$ cat src/rtl/alu_flag_branch_unit_if.sv
// ---------------------------------------------------------------------------
// alu_flag_branch_unit_if
// Bundles the ALU result/flag inputs, the branch request inputs and the
// redirect/flush outputs of alu_flag_branch_unit.
//
// Signalling: every request signal is a plain per-cycle valid with no
// back-pressure. alu_done qualifies alu_op/alu_flags/flag_wr_en for the
// cycle it is high, and br_valid qualifies br_cond/br_target. There is no
// ready; while flush is high the unit drops both kinds of request silently.
// br_taken is a one-cycle valid for redirect_pc.
//
// modport slave  : the unit itself (consumes requests, drives results)
// modport master : the execute stage / testbench side
// ---------------------------------------------------------------------------
interface alu_flag_branch_unit_if #(
    parameter int DATA_W = 16
);
    logic              alu_done;
    logic [2:0]        alu_op;
    logic [2:0]        alu_flags;
    logic              flag_wr_en;
    logic              br_valid;
    logic [2:0]        br_cond;
    logic [DATA_W-1:0] br_target;
    logic [2:0]        flags_q;
    logic              br_taken;
    logic [DATA_W-1:0] redirect_pc;
    logic              flush;
    logic              busy;

    modport slave (
        input  alu_done, alu_op, alu_flags, flag_wr_en,
        input  br_valid, br_cond, br_target,
        output flags_q, br_taken, redirect_pc, flush, busy
    );

    modport master (
        output alu_done, alu_op, alu_flags, flag_wr_en,
        output br_valid, br_cond, br_target,
        input  flags_q, br_taken, redirect_pc, flush, busy
    );
endinterface

$ cat src/rtl/alu_flag_branch_unit.sv
// ---------------------------------------------------------------------------
// alu_flag_branch_unit
// Consumer end of the ALU result/flag path. Holds the architectural [Z,V,N]
// flag register, resolves conditional branches against the flags the
// register is about to take (same-cycle forwarding), and produces a
// registered PC redirect plus a timed pipeline flush.
//
// Ports:
//   clk    : clock, all state on the rising edge
//   rst_n  : asynchronous active-low reset
//   bus    : alu_flag_branch_unit_if.slave
//            in  : alu_done, alu_op, alu_flags, flag_wr_en,
//                  br_valid, br_cond, br_target
//            out : flags_q [Z,V,N], br_taken, redirect_pc, flush, busy
// ---------------------------------------------------------------------------
module alu_flag_branch_unit #(
    parameter int DATA_W       = 16,
    parameter int FLUSH_CYCLES = 2
) (
    input  logic                   clk,
    input  logic                   rst_n,
    alu_flag_branch_unit_if.slave  bus
);
    localparam logic [2:0] OP_ADD  = 3'b000;
    localparam logic [2:0] OP_SUB  = 3'b001;
    localparam logic [2:0] OP_NAND = 3'b010;
    localparam logic [2:0] OP_XOR  = 3'b011;
    localparam logic [2:0] OP_INC  = 3'b100;

    localparam logic [2:0] CC_NEQ  = 3'b000;
    localparam logic [2:0] CC_EQ   = 3'b001;
    localparam logic [2:0] CC_GT   = 3'b010;
    localparam logic [2:0] CC_LT   = 3'b011;
    localparam logic [2:0] CC_GTE  = 3'b100;
    localparam logic [2:0] CC_LTE  = 3'b101;
    localparam logic [2:0] CC_OVFL = 3'b110;

    localparam logic [2:0] FLUSH_LOAD = 3'(FLUSH_CYCLES);

    logic [2:0]        r_flags;
    logic              r_br_taken;
    logic [DATA_W-1:0] r_redirect_pc;
    logic [2:0]        r_flush_cnt;

    logic              w_flush;
    logic              w_wr;
    logic [2:0]        w_fwd;
    logic              w_cond;
    logic              w_take;

    assign w_flush = (r_flush_cnt != 3'd0);
    // Squashed ALU ops (flush high) never touch the flags.
    assign w_wr    = bus.alu_done & bus.flag_wr_en & ~w_flush;

    // w_fwd is exactly what r_flags loads at the next edge, so a branch in
    // the same cycle as a flag-writing op sees the new flags.
    always_comb begin
        w_fwd = r_flags;
        if (w_wr) begin
            unique case (bus.alu_op)
                OP_ADD, OP_SUB, OP_INC: w_fwd = bus.alu_flags;
                OP_NAND, OP_XOR:        w_fwd = {bus.alu_flags[2], r_flags[1:0]};
                default:                w_fwd = r_flags; // shifts leave flags alone
            endcase
        end
    end

    // Condition evaluation on forwarded flags: [2]=Z [1]=V [0]=N.
    always_comb begin
        w_cond = 1'b0;
        unique case (bus.br_cond)
            CC_NEQ:  w_cond = ~w_fwd[2];
            CC_EQ:   w_cond =  w_fwd[2];
            CC_GT:   w_cond = ~w_fwd[2] & ~w_fwd[0];
            CC_LT:   w_cond =  w_fwd[0];
            CC_GTE:  w_cond =  w_fwd[2] | ~w_fwd[0];
            CC_LTE:  w_cond =  w_fwd[0] |  w_fwd[2];
            CC_OVFL: w_cond =  w_fwd[1];
            default: w_cond = 1'b1;      // UNCOND
        endcase
    end

    // Branches arriving during a flush belong to squashed instructions.
    assign w_take = bus.br_valid & ~w_flush & w_cond;

    always_ff @(posedge clk or negedge rst_n) begin
        if (!rst_n) begin
            r_flags       <= 3'b000;
            r_br_taken    <= 1'b0;
            r_redirect_pc <= '0;
            r_flush_cnt   <= 3'd0;
        end else begin
            r_flags    <= w_fwd;
            r_br_taken <= w_take;
            if (w_take) begin
                r_redirect_pc <= bus.br_target;
            end
            // A take can only happen with the counter at zero, so the load
            // never collides with an in-progress countdown.
            if (w_take) begin
                r_flush_cnt <= FLUSH_LOAD;
            end else if (r_flush_cnt != 3'd0) begin
                r_flush_cnt <= r_flush_cnt - 3'd1;
            end
        end
    end

    assign bus.flags_q     = r_flags;
    assign bus.br_taken    = r_br_taken;
    assign bus.redirect_pc = r_redirect_pc;
    assign bus.flush       = w_flush;
    assign bus.busy        = w_flush;
endmodule

$ cat src/flat_wrapper.sv
// flat-port wrapper written by rule: the top's interface ports become plain ports
module alu_flag_branch_unit_flat 
#(
    parameter int DATA_W       = 16,
    parameter int FLUSH_CYCLES = 2
)
  (clk, rst_n, bus_alu_done, bus_alu_op, bus_alu_flags, bus_flag_wr_en, bus_br_valid, bus_br_cond, bus_br_target, bus_flags_q, bus_br_taken, bus_redirect_pc, bus_flush, bus_busy);
  alu_flag_branch_unit_if #(.DATA_W(DATA_W)) bus_i ();
  input  logic clk;
  input  logic rst_n;
  input wire logic [$bits(bus_i.alu_done)-1:0] bus_alu_done;
  input wire logic [$bits(bus_i.alu_op)-1:0] bus_alu_op;
  input wire logic [$bits(bus_i.alu_flags)-1:0] bus_alu_flags;
  input wire logic [$bits(bus_i.flag_wr_en)-1:0] bus_flag_wr_en;
  input wire logic [$bits(bus_i.br_valid)-1:0] bus_br_valid;
  input wire logic [$bits(bus_i.br_cond)-1:0] bus_br_cond;
  input wire logic [$bits(bus_i.br_target)-1:0] bus_br_target;
  output wire logic [$bits(bus_i.flags_q)-1:0] bus_flags_q;
  output wire logic [$bits(bus_i.br_taken)-1:0] bus_br_taken;
  output wire logic [$bits(bus_i.redirect_pc)-1:0] bus_redirect_pc;
  output wire logic [$bits(bus_i.flush)-1:0] bus_flush;
  output wire logic [$bits(bus_i.busy)-1:0] bus_busy;
  assign bus_i.alu_done = bus_alu_done;
  assign bus_i.alu_op = bus_alu_op;
  assign bus_i.alu_flags = bus_alu_flags;
  assign bus_i.flag_wr_en = bus_flag_wr_en;
  assign bus_i.br_valid = bus_br_valid;
  assign bus_i.br_cond = bus_br_cond;
  assign bus_i.br_target = bus_br_target;
  assign bus_flags_q = bus_i.flags_q;
  assign bus_br_taken = bus_i.br_taken;
  assign bus_redirect_pc = bus_i.redirect_pc;
  assign bus_flush = bus_i.flush;
  assign bus_busy = bus_i.busy;
  alu_flag_branch_unit #(.DATA_W(DATA_W), .FLUSH_CYCLES(FLUSH_CYCLES)) u_core (.clk(clk), .rst_n(rst_n), .bus(bus_i));
endmodule
$ cat config.mk
export PLATFORM = sky130hd
export DESIGN_NAME = alu_flag_branch_unit_flat
export DESIGN_NICKNAME = d
export VERILOG_FILES = /design/src/rtl/alu_flag_branch_unit_if.sv /design/src/rtl/alu_flag_branch_unit.sv /design/src/flat_wrapper.sv
export SDC_FILE = /design/constraint.sdc
export NUM_CORES = 1
export LEC_CHECK = 0
export CORE_MARGIN = 5
export CORE_UTILIZATION = 30
export CTS_CLUSTER_SIZE = 16
export DETAILED_ROUTE_END_ITERATION = 7
export GPL_ROUTABILITY_DRIVEN = 0
export GPL_TIMING_DRIVEN = 0
export PLACE_DENSITY = 0.69
export SLEW_MARGIN = 20
export SYNTH_ARGS = -nofsm -noshare
export SYNTH_HDL_FRONTEND = slang
export SYNTH_SLANG_ARGS = --single-unit
$ cat constraint.sdc
create_clock -name clk -period 3 [get_ports clk]
set_clock_uncertainty 0.2 [all_clocks]
set_input_delay 0.45 -clock clk [delete_from_list [all_inputs] [get_ports clk]]
set_output_delay 0.45 -clock clk [all_outputs]
set_load 0.05 [all_outputs]
==> impl_metrics.sql <==
INSERT INTO impl_metrics (metric_group, metric, value, unit) VALUES
('finish', 'finish.instance_area', '0.00184', 'mm2'),
('finish', 'nFillCells', '335', ''),
('pwr', 'post-layout-total-power', '1970', 'uW'),
('worst_hold_path', 'hold_path.class', 'flop to flop', ''),
('drt', 'post_detailed_route_drc_marker_count', '0', ''),
('finish', 'final_nets', '177', ''),
('grt', 'maximum_number_of_pins_on_one_net_before_global_route_repair', '24', ''),
('outcome', 'outcome', 'finished, final reports clean', ''),
('synth', 'syn_area', '0.00117', 'mm2'),
('placed_design', 'buffer_ports.inserted', '51', ''),
('timing', 'timing_max_transition_violations_final', '0', ''),
('timing', 'worstMarginPinSlew', '513', 'ps'),
('finish', 'number_of_diodes_added_for_antenna_fixing', '0', ''),
('die', 'floorplan.die_area', '0.00524', 'mm2'),
('synth', 'ys_ff_latch', '23', ''),
('drt', 'drt_iter0_drc', '34', ''),
('setup_path', 'crit_path_cells', 'inv_1 > ha_1 > ha_4 > nand3_2 > nor2_4 > mux2_4 > o221a_2 > o211ai_4 > buf_4 > mux2_2', ''),
('timing', 'rsz0062_at_grt', 'false', ''),
('timing', 'max_freq', '351', 'MHz'),
('setup_path', 'setup.worst_path.start_class', 'flop', ''),
('setup_path', 'cp_max_fo', '6', ''),
('setup_path', 'critPathTopFamily', 'multiplexers', ''),
('setup_path', 'setup.worst_path.end_class', 'flop', ''),
('grt', 'global_route_wire_length_before_repair', '4350', 'um'),
('pwr', 'p_leak', '0.000809', 'uW'),
('finish', 'layout-drive-gt1-share', '27.1', '%'),
('clock_tree', 'cts_inserted_buffers', '3', ''),
('clock_tree', 'clock_pin_slew_worst_setup_and_hold_paths', '80', 'ps'),
('synth', 'yosys.cell_types.count', '29', ''),
('drt', 'drt-wirelength-per-cell', '13.6', 'um'),
('setup_path', 'path_buf_inv', '2', ''),
('setup_path', 'crit_type', 'flop to flop', ''),
('die', 'boundaryPins', '52', ''),
('setup_path', 'worst_path_largest_cell_delay', '390', 'ps'),
('drt', 'ant_nets', '0', ''),
('pwr', 'power.density', '1070', 'mW/mm2'),
('synth', 'syn-num-nets', '116', ''),
('setup_path', 'worst_ep_required_time', '2950', 'ps'),
('clock_tree', 'clock_tree.htree_level_count', '1', ''),
('placed_design', 'hpwlAfterDp', '2010', 'um'),
('grt', 'grt-ovfl-total', '0', ''),
('finish', 'final_core_utilization', '49.6', '%'),
('clock_tree', 'clock_path_buffers', '2', ''),
('clock_tree', 'tritoncts', 'done', ''),
('pwr', 'ir_worst_vdd', '0.579', 'mV'),
('grt', 'grt.total_usage', '10.5', '%'),
('die', 'die-height', '72.4', 'um'),
('setup_path', 'cp_slowest_cell', 'sky130_fd_sc_hd__dfrtp_1', ''),
('die', 'rows', '22', ''),
('timing', 'timing.slew.headroom', '65.7', '%'),
('clock_tree', 'worst_skew_pair.late_latency', '260', 'ps'),
('finish', 'fin_cells', '192', ''),
('placed_design', 'numPlacedInstances', '183', ''),
('die', 'core_region_area', '0.00372', 'mm2'),
('timing', 'report.final.setup_viol', '0', ''),
('drt', 'vias', '874', ''),
('synth', 'postSynthCellCount', '84', ''),
('synth', 'syn-mean-instance-area', '13.9', 'um2'),
('drt', 'wirelength', '2620', 'um'),
('finish', 'sequential_standard_cell_area', '576', 'um2'),
('synth', 'synth.yosys.warnings', '0', ''),
('timing', 'finalHoldViolations', '0', ''),
('clock_tree', 'cts.root.buffer_cell', 'sky130_fd_sc_hd__clkbuf_8', ''),
('grt', 'grt_antenna_before_repair', '0', ''),
('timing', 'layout_min_cycle_time', '2850', 'ps'),
('die', 'horiz_die_dim', '72.4', 'um'),
('run', 'maxCapViolations', '0', ''),
('placed_design', 'total_cell_area_at_the_placement_stage', '0.00174', 'mm2'),
('synth', 'synth.yosys.seq_area_share', '49.3', '%'),
('setup_path', 'arrival', '2790', 'ps'),
('clock_tree', 'clock_sink_count', '23', ''),
('drt', 'vias_per_cell', '4.55', ''),
('grt', 'first_global_vias', '939', ''),
('drt', 'dr.pass1.iters', '4', ''),
('die', 'effective_utilization_at_floorplan', '31.4', '%'),
('timing', 'final_clock_period_utilization_by_the_worst_path', '94.9', '%'),
('finish', 'multiInputGateArea', '556', 'um2'),
('finish', 'area_delta_synth_final', '57.8', '%');
cell families (layout without fill, tap and decap cells):
family / count (synthesis) / after routing / synth area share [%]
flops: 23 / 23 / 49.3
simple gates: 15 / 15 / 8.46
fa+ha+maj: 2 / 2 / 2.14
mux: 22 / 22 / 24.2
buf+inv: 8 / 68 / 4.28
compound gates: 14 / 14 / 11.7
worst paths after layout:
kind	slack, ps	startpoint	to	cells after the start
max	150	u_core.r_flush_cnt[0]	u_core.bus.redirect_pc[8]	10
min	310	u_core.bus.redirect_pc[5]	u_core.bus.redirect_pc[5]	1
max reg2reg	150	u_core.r_flush_cnt[0]	u_core.bus.redirect_pc[8]	10
min reg2reg	310	u_core.bus.redirect_pc[5]	u_core.bus.redirect_pc[5]	1
max in group asynchronous	1790	rst_n	u_core.bus.flags_q[0]	2
min in group asynchronous	480	rst_n	u_core.bus.redirect_pc[11]	2
synthesized netlist by cell type, drive strengths merged:
library cell | instances | area (um2)
dfrtp | 23 | 576
buf | 2 | 27.5
nand2 | 2 | 7.51
and3 | 1 | 7.51
inv | 6 | 22.5
nand3 | 2 | 15.0
mux2i | 2 | 20.0
o21ai | 2 | 10.0
nand3b | 1 | 7.51
and2 | 2 | 12.5
o22ai | 1 | 6.26
nor2 | 1 | 11.3
o2111a | 2 | 23.8
o21a | 1 | 7.51
a21bo | 1 | 16.3
ha | 2 | 25.0
a21o | 2 | 16.3
o221a | 1 | 11.3
mux2 | 20 | 263
nor2b | 1 | 6.26
o211ai | 1 | 21.3
a2bb2oi | 1 | 8.76
nand2b | 5 | 31.3
a211oi | 2 | 15.0
stage by stage:
stage	hold WS, ps	TNS [ps]	worst slack, ps
4_1_cts	319	0	13.7
5_1_grt	331	0	17.3
3_3_place_gp	289	-985	-112
2_1_floorplan	-45.6	0	144
6_report	314	0	154
3_5_place_dp	293	-1440	-151
flip-flops by register name, summed over array words and instances, names as in the netlist:
register                cells
u_core.bus.br_taken         1
u_core.bus.flags_q          3
u_core.bus.redirect_pc     16
u_core.r_flush_cnt          3
cells in the final DEF (no fill, tap or decap), drive strengths merged, types with 4 or more instances in the layout:
cell type,n
buf,7
clkdlybuf4s50,50
mux2,20
dfrtp,23
nand2b,5
clkbuf,4
inv,6
layer usage:
layer / routed length, um / share of wire (%) / global-route usage (%) / up-vias
li1: - / - / - / 420
met1: 1170 / 44 / 13.4 / 408
met2: 1120 / 43 / 15.5 / 44
met3: 322 / 12 / 5.26 / 2
met4: 14 / 0.53 / 3.07 / 0
met5: 0 / 0 / 0 / -
layout make-up:
class                   count  area share, %
multi-input cells          53           30.1
clock buffers               4           2.44
plain buffers               2           1.49
well taps                  48           3.26
inverters                   6           1.22
repair buffers             56           30.3
flip-flops and latches     23           31.2
repair_timing:
action | 4_1_cts | 5_1_grt
gates resized for setup | 0 | 2
endpoints found under the hold margin | 0 | 23
endpoints found under the setup margin | 13 | 16
pin swaps | 1 | 2
hold buffers | 0 | 1
buffers inserted | 2 | 2
where the power goes:
group,switching (uW),internal (uW)
registers,85.3,460
logic,719,524
clock network,91.3,94.6
Note: power is estimated with default switching activity, not from simulation.
